<file path="src/rtl/fork_vc_inport_buffer.sv">
// Multicast router input port: per-VC flit FIFOs tagged with outport vectors,
// head flit forked to every requested outport and retired once all have accepted it.
module fork_vc_inport_buffer #(
  parameter int no_outport                 = 6,
  parameter int no_vc                      = 4,
  parameter int floorplusone_log2_no_vc    = 3,
  parameter int phit_size                  = 16,
  parameter int buf_size                   = 4,
  parameter int floorplusone_log2_buf_size = 3,
  parameter int multicast_mode             = 1
) (
  input  logic                               clk,
  input  logic                               rs,
  input  logic [phit_size-1:0]               indata,
  input  logic                               in_new,
  input  logic [floorplusone_log2_no_vc-1:0] invc_no,
  input  logic                               in_head,
  input  logic [no_outport-1:0]              in_outport_vec,
  output logic [no_vc-1:0]                   ready_vec,
  output logic [phit_size-1:0]               outdata,
  output logic [no_outport-1:0]              out_req_vec,
  output logic [floorplusone_log2_no_vc-1:0] out_vc_no,
  input  logic [no_outport-1:0]              ok_vec,
  output logic                               credit_out,
  output logic [floorplusone_log2_no_vc-1:0] credit_vc,
  output logic                               overflow_err
);

  localparam int VW = floorplusone_log2_no_vc;
  localparam int CW = floorplusone_log2_buf_size;
  localparam int VI = (no_vc > 1) ? $clog2(no_vc) : 1;
  localparam int BI = $clog2(buf_size);
  localparam logic [CW-1:0] CNT_FULL = CW'(buf_size);
  localparam logic [CW-1:0] CNT_ONE  = CW'(1);
  localparam logic [BI-1:0] PTR_LAST = BI'(buf_size - 1);
  localparam logic [BI-1:0] PTR_ONE  = BI'(1);
  localparam logic [no_outport-1:0] VEC_ONE = no_outport'(1);

  typedef enum logic {IDLE, SERVE} state_t;

  logic [phit_size-1:0]  mem_data [no_vc][buf_size];
  logic [no_outport-1:0] mem_vec  [no_vc][buf_size];
  logic                  mem_head [no_vc][buf_size];
  logic [BI-1:0]         wr_ptr   [no_vc];
  logic [BI-1:0]         rd_ptr   [no_vc];
  logic [CW-1:0]         count    [no_vc];
  logic [no_outport-1:0] route    [no_vc];

  state_t                state;
  logic [no_outport-1:0] pending;
  logic [VW-1:0]         sel_vc;

  logic [VI-1:0]         wr_idx, sel_idx;
  logic                  wr_valid, wr_full, push_ok, push_sel;
  logic [no_outport-1:0] raw_vec, wr_vec, next_vec;
  logic [BI-1:0]         head_ptr, next_ptr;
  logic [CW-1:0]         count_sel;
  logic                  pop, is_tail, found;
  logic [VW-1:0]         nxt_vc;

  function automatic logic [BI-1:0] bump(input logic [BI-1:0] p);
    return (p == PTR_LAST) ? '0 : p + PTR_ONE;
  endfunction

  // Unicast mode keeps only the lowest requested outport of each vector.
  always_comb begin
    wr_idx   = invc_no[VI-1:0];
    wr_valid = in_new && (int'(invc_no) < no_vc);
    wr_full  = (count[wr_idx] == CNT_FULL);
    push_ok  = wr_valid && !wr_full;
    raw_vec  = in_head ? in_outport_vec : route[wr_idx];
    wr_vec   = (multicast_mode != 0) ? raw_vec : (raw_vec & (~raw_vec + VEC_ONE));
  end

  // A popped flit ends its packet when the VC drains or the following entry is a header;
  // a push landing in the same cycle counts as that following entry.
  always_comb begin
    sel_idx   = sel_vc[VI-1:0];
    head_ptr  = rd_ptr[sel_idx];
    next_ptr  = bump(head_ptr);
    count_sel = count[sel_idx];
    push_sel  = push_ok && (wr_idx == sel_idx);
    pop       = (state == SERVE) && (count_sel != '0) && ((pending & ~ok_vec) == '0);
    if (count_sel == CNT_ONE) begin
      is_tail  = !(push_sel && !in_head);
      next_vec = wr_vec;
    end else begin
      is_tail  = mem_head[sel_idx][next_ptr];
      next_vec = mem_vec[sel_idx][next_ptr];
    end
  end

  always_comb begin
    nxt_vc = sel_vc;
    found  = 1'b0;
    for (int i = 1; i < no_vc; i++) begin
      if (!found && (count[VI'((int'(sel_idx) + i) % no_vc)] != '0)) begin
        nxt_vc = VW'((int'(sel_idx) + i) % no_vc);
        found  = 1'b1;
      end
    end
  end

  always_comb begin
    for (int v = 0; v < no_vc; v++) ready_vec[v] = (count[v] != CNT_FULL);
    outdata     = mem_data[sel_idx][head_ptr];
    out_req_vec = (state == SERVE) ? pending : '0;
    out_vc_no   = sel_vc;
  end

  always_ff @(posedge clk) begin
    if (push_ok) begin
      mem_data[wr_idx][wr_ptr[wr_idx]] <= indata;
      mem_vec[wr_idx][wr_ptr[wr_idx]]  <= wr_vec;
      mem_head[wr_idx][wr_ptr[wr_idx]] <= in_head;
    end
  end

  always_ff @(posedge clk) begin
    if (!rs) begin
      for (int v = 0; v < no_vc; v++) begin
        wr_ptr[v] <= '0;
        rd_ptr[v] <= '0;
        count[v]  <= '0;
        route[v]  <= '0;
      end
      overflow_err <= 1'b0;
    end else begin
      if (wr_valid && wr_full) overflow_err <= 1'b1;
      if (push_ok && in_head) route[wr_idx] <= in_outport_vec;
      for (int v = 0; v < no_vc; v++) begin
        if (push_ok && (wr_idx == VI'(v))) wr_ptr[v] <= bump(wr_ptr[v]);
        if (pop && (sel_idx == VI'(v)))    rd_ptr[v] <= bump(rd_ptr[v]);
        if ((push_ok && (wr_idx == VI'(v))) && !(pop && (sel_idx == VI'(v))))
          count[v] <= count[v] + CNT_ONE;
        else if (!(push_ok && (wr_idx == VI'(v))) && (pop && (sel_idx == VI'(v))))
          count[v] <= count[v] - CNT_ONE;
      end
    end
  end

  // Within a packet the next head is reloaded without a bubble; the VC is only
  // released after its tail flit, so packets never interleave on the outports.
  always_ff @(posedge clk) begin
    if (!rs) begin
      state      <= IDLE;
      pending    <= '0;
      sel_vc     <= '0;
      credit_out <= 1'b0;
      credit_vc  <= '0;
    end else begin
      credit_out <= 1'b0;
      case (state)
        IDLE: begin
          if (count_sel != '0) begin
            pending <= mem_vec[sel_idx][head_ptr];
            state   <= SERVE;
          end else begin
            sel_vc <= nxt_vc;
          end
        end
        SERVE: begin
          if (pop) begin
            credit_out <= 1'b1;
            credit_vc  <= sel_vc;
            if (is_tail) begin
              pending <= '0;
              state   <= IDLE;
              sel_vc  <= nxt_vc;
            end else begin
              pending <= next_vec;
            end
          end else begin
            pending <= pending & ~ok_vec;
          end
        end
        default: state <= IDLE;
      endcase
    end
  end

endmodule

</file>
<file path="config.mk">
export PLATFORM = sky130hd
export DESIGN_NAME = fork_vc_inport_buffer
export DESIGN_NICKNAME = d
export VERILOG_FILES = /design/src/rtl/fork_vc_inport_buffer.sv
export SDC_FILE = /design/constraint.sdc
export NUM_CORES = 1
export LEC_CHECK = 0
export ABC_AREA = 1
export CAP_MARGIN = 20
export CORE_MARGIN = 2
export CORE_UTILIZATION = 58
export CTS_BUF_LIST = sky130_fd_sc_hd__clkbuf_16
export DETAILED_ROUTE_END_ITERATION = 8
export PLACE_DENSITY = 0.76
export SYNTH_ARGS = -nofsm -noshare
export SYNTH_HDL_FRONTEND = slang
export SYNTH_SLANG_ARGS = --single-unit
</file>
<file path="constraint.sdc">
create_clock -name clk -period 3.4 [get_ports clk]
set_input_delay 0.68 -clock clk [delete_from_list [all_inputs] [get_ports clk]]
set_output_delay 0.68 -clock clk [all_outputs]
set_load 0.02 [all_outputs]
</file>
Word-level counts from Yosys, hierarchy flattened
Memories as Yosys holds them, arrays and structs flattened. A register that Yosys moved wholly into a read port is not among the register bits.
Index checks and enable logic that the tools add are counted.
W data, S select, Z words.
{ "totals": {"register_bits": 15, "ramBits": 420, "inputBits": 35, "output_inout_bits": 34, "n_memories": 7} }
{ "mem_list": {"columns": ["name", "depth", "width", "read_ports", "rd_ports_with_merged_regs", "write_ports", "line_no", "text"], "rows": [
  ["mem_data", 4, 64, 1, 1, 1, "41", "logic [phit_size-1:0] mem_data [no_vc][buf_size];"],
  ["mem_vec", 4, 24, 1, 1, 1, "42", "logic [no_outport-1:0] mem_vec [no_vc][buf_size];"],
  ["route", 4, 6, 1, 0, 4, "47", "logic [no_outport-1:0] route [no_vc];"],
  ["mem_head", 4, 4, 1, 1, 1, "43", "logic mem_head [no_vc][buf_size];"],
  ["count", 4, 3, 9, 1, 4, "46", "logic [CW-1:0] count [no_vc];"],
  ["rd_ptr", 4, 2, 5, 1, 4, "45", "logic [BI-1:0] rd_ptr [no_vc];"],
  ["1 more memories", null, null, null, null, null, null, null]
]} }
{ "classes": {"n_addsub": 20, "order_cmp": 5, "eq_ne": 26, "mux": 138, "bitwise": 25, "reduce_logical": 54} }
{ "ops": {"columns": ["cell", "n"], "rows": [
  ["$mux W6", 12],
  ["$mux W1", 68],
  ["$mux W64", 1],
  ["$mux W2", 28],
  ["$mux W16", 3],
  ["$mux W3", 14],
  ["$bmux W16 S2", 1],
  ["$demux W16 S2", 1],
  ["$logic_and A1 B1 Y1", 27],
  ["$eq A2 B2 Y1 const B", 13],
  ["$bmux W6 S2", 2],
  ["$mux W24", 1],
  ["$add A2 B1 Y2 const B", 10],
  ["$or A1 B1 Y1", 16],
  ["$logic_not A1 Y1", 13],
  ["$add A3 B1 Y3 const B", 4],
  ["$demux W6 S2", 1],
  ["$ne A3 B3 Y1 const B", 4],
  ["$pmux W6 S2", 1],
  ["$reduce_bool A3 Y1", 4],
  ["$sub A3 B1 Y3 const B", 4],
  ["$ge A3 B3 Y1 const B", 3],
  ["$not A2 Y3", 3],
  ["$and A6 B6 Y6", 1],
  ["other kinds (23)", 33]
]} }

Logic depth before layout (Yosys ltp)
An unclocked memory read counts as a cell.
{ "logic_depth": {"depth_word": 15, "ltp_mapped": 16} }

Worst setup path after synthesis
OpenSTA, ideal clock, no wires.
{ "synth_timing": {"path_kind": "in2reg", "from": "input invc_no[0]", "to": "memory mem_data[0][16] in the netlist's numbering, enable pin", "setup_time_ps": 403, "t_arrival_ps": 2787, "t_required_ps": 2997, "setup_slack_ps": 210, "stages": 8, "cell_sequence": "buf_2 nand2_1 clkinv_1 a221oi_1 inv_1 nor2_1 nand2_1 nor2_1"} }
{ "synth_via": {"elab_chain_cells": 7, "elab_cells_between_ends": 15, "classes_between": "order compare: 3; eq/ne: 1; mux: 4; bitwise: 1; reduce/logical: 4; memory: 2"} }
{ "synth_rtl": {"columns": ["item", "line_no", "text"], "rows": [
  ["start, declared", "16", "input logic [floorplusone_log2_no_vc-1:0] invc_no,"],
  ["$mem_v2 Z4 W2", null, null],
  ["$not A2 Y3 (not written as such)", "113", "mem_data[wr_idx][wr_ptr[wr_idx]] <= indata;"],
  ["$ge A3 B3 Y1 (not written as such) or $lt A3 B1 Y1 (tied branches)", "113", null],
  ["$logic_and A1 B1 Y1 (not written as such)", "113", null],
  ["$mux W16 (not written as such)", "113", null],
  ["$demux W16 S2", "113", null],
  ["$mux W64 (not written as such)", "113", null],
  ["end, declared", "41", null]
]} }
Parallel ways exist; a longest one is shown, timed or not.

==> results.toml <==
[timing]
max_freq_mhz = 299
tightest_slew_ns = 0.762
maxSlewViolCount = 0
slew_headroom = 0.490
rsz0062_at_grt = "false"
final.setup.tns_ns = 0
clock-skew-final_ns = 0.0138
setup_viol = 0
period_minus_slack_ns = 3.34
finalHoldViolCount = 0
period_share = 0.983

[cts]
postCtsSetupBuffers = 0
cts.clk_slew.worst_paths_ns = 0.06
htree_levels = 2
cts_buffers = 44
clock-sinks = 435
hold_buffers = 0
clock_latency_ns = 0.55
cts_root_buf = "clkbuf_16"
cts_tree = "done"
cts.path.max_buffers = 3

[critical_path]
cp_cell_sequence = "inv_2, buf_12, nand3_1, nand2_2, buf_6, o21ai_0, o21ai_1, dlygate4sd2_1"
crit_path_start_kind = "register"
cp_data_arrival_time_ns = 2.66
path_buf_inv = 4
critPathRequiredTime_ns = 2.72
slowest_delay_ns = 0.38
worstPathMaxFanout = 49
worstSetupEndpointType = "output port"
cp_slowest_cell = "dfxtp_4"
path_class = "register to output port"
crit_family = "buffers and inverters"

[layout]
final_util = 0.689
fillers = 2248
register_area_um2 = 12900
drive_gt1_frac = 0.105
instances_no_fill = 2214
nNetsFinal = 1830
diodes = 0
multiInputGateArea_um2 = 5100
area_growth_pct = 16.1
most-common-layout-cells = "edfxtp_1 (420), nand2_1 (373), nor2_1 (205), o21ai_0 (159), nand3_1 (86)"
final_area_um2 = 21800
final_common_cell = "edfxtp_1"

[power]
cellPowerDensity_nw_per_um2 = 772
intPower_mw = 10.9
peakVddDrop_v = 0.000527
seqPwrFrac = 0.368
pwr-share-comb = 0.334
p_clk_frac = 0.298
power.leakage_nw = 8.07
sw_frac_of_total = 0.355
p_sw_mw = 5.98

[placed_design]
place.gp.congestion = 0.882
place_hpwl_um = 29700
dpl.cell_count = 2132
place_area_um2 = 20300
port_buffers = 66

[grt]
grt_use_total = 0.282
antenna_found_initial = 0
grt_pass1_wl_um = 73000
grt_pass1_vias = 13100
grt_start_max_net_pins = 75
gr-total-overflow = 0

[yosys]
yosysWarnings = 0
syn_area_um2 = 18800
ys_seq_elements = 435
syn_inst = 1683
seq_area_frac_synth = 0.687
avgSynthCellArea_um2 = 11.2
yosysUniqueCellTypes = 42

[route]
viasPerCell = 6.05
dr.first_iter.drc_count = 1910
routed_wl_um = 47400
wire_per_inst_um = 21.4
ant_nets = 0
drc = 0
dr.pass1.iters = 6
vias = 13400

[floorplan]
initial_core_util = 0.593
coreArea_um2 = 31700
die_h_um = 184
dieArea_um2 = 33900
die_width_um = 184
num_rows = 65
ioPinCount = 69

[hold_path]
hold_class = "register to register"

[job]
maxCapViolCount = 0

[outcome]
status = "completed"
layout make-up:
class,count,area share
Tap cell,402,0.0230
Multi-Input combinational cell,1068,0.234
Clock inverter,36,0.0174
Timing Repair Buffer,142,0.0679
Inverter,86,0.0150
Clock buffer,45,0.0516
Sequential cell,435,0.592
worst paths after layout:
path | end | depth (start not counted) | from | slack [ns]
worst max-delay path | outdata[1] | 8 | register | 0.06
worst min-delay path | overflow_err | 2 | overflow_err | 0.50
worst max register to register | count[0][2] | 11 | state | 0.65
worst min register to register | overflow_err | 2 | overflow_err | 0.50
synthesized netlist by cell type, drive strengths merged:
master / count / area [um2]
fa: 3 / 60.1
a22oi: 5 / 37.5
o22ai: 53 / 332
clkinv: 2 / 7.51
dfxtp: 15 / 300
or2: 1 / 6.26
nor3b: 1 / 7.51
o21a: 2 / 15.0
ha: 15 / 188
a32o: 16 / 160
nor2: 225 / 870
a221oi: 1 / 8.76
and2: 1 / 6.26
inv: 84 / 315
or3: 1 / 6.26
o221ai: 1 / 8.76
nand3: 87 / 440
nor3: 5 / 30.0
conb: 1 / 3.75
edfxtp: 420 / 12600
clkbuf: 39 / 146
o211ai: 3 / 22.5
xor2: 4 / 35.0
a21oi: 60 / 319
a31oi: 6 / 37.5
nand2: 382 / 1470
buf: 56 / 378
o21ai: 187 / 936
xnor2: 1 / 8.76
nand4: 6 / 37.5
flip-flops by register name, summed over array words and instances, names as in the netlist, 6 cells and up, named ones only:
register	cells
mem_data	256
mem_vec	96
route	24
mem_head	16
count	12
rd_ptr	8
wr_ptr	8
pending	6
timing repair:
action | CTS | global route
endpoints found under the setup margin | 16 | 7
pin swaps | 1 | 0
gates resized for setup | 20 | 8
hold endpoints to repair | 0 | 0
cloned | 0 | 2
through the flow:
| step | hold slack (ns) | total power, mW | setup WS (ns) |
|---|---|---|---|
| finish | 0.503 | 16.9 | 0.0577 |
| global route | 0.537 | 17.6 | 0.0151 |
| CTS | 0.503 | 16.7 | 0.0283 |
| detailed placement | 0.487 | 11.8 | 0.0598 |
| global placement | 0.480 | 11.7 | 0.145 |
| floorplan | 0.527 | 9.95 | 0.210 |
worst min-delay path, cell delays in order, from the launching register on:
cell     delay, ns
dfxtp_1       0.35
a31oi_1       0.05
nor2_1        0.07
kinds of logic (layout without fill, tap and decap cells):
logic type | Yosys count | in the layout | share of synthesized area
compound gates | 334 | 334 | 0.0998
xor+xnor | 5 | 5 | 0.00233
fa+ha+maj | 18 | 18 | 0.0132
buf+inv | 181 | 309 | 0.0450
flops | 435 | 435 | 0.687
other cells | 1 | 2 | 0.000199
simple gates | 709 | 709 | 0.153
power groups by stage:
stage / combinational, mW / clock (mW) / sequential [mW]
2_1_floorplan: 3.68 / 0 / 6.27
6_report: 5.63 / 5.02 / 6.21
3_5_place_dp: 5.51 / 0 / 6.31
3_3_place_gp: 5.42 / 0 / 6.31
4_1_cts: 5.44 / 5.04 / 6.20
5_1_grt: 6.13 / 5.25 / 6.23
metal layers:
| layer | global-route usage | up-vias | wire, um |
|---|---|---|---|
| met1 | 0.405 | 6490 | 19300 |
| met4 | 0.0883 | 0 | 1130 |
| met5 | 0 | - | 0 |
| met3 | 0.0438 | 86 | 4410 |
| li1 | - | 6103 | - |
| met2 | 0.449 | 711 | 22600 |
(Power assumes the default switching activity.)
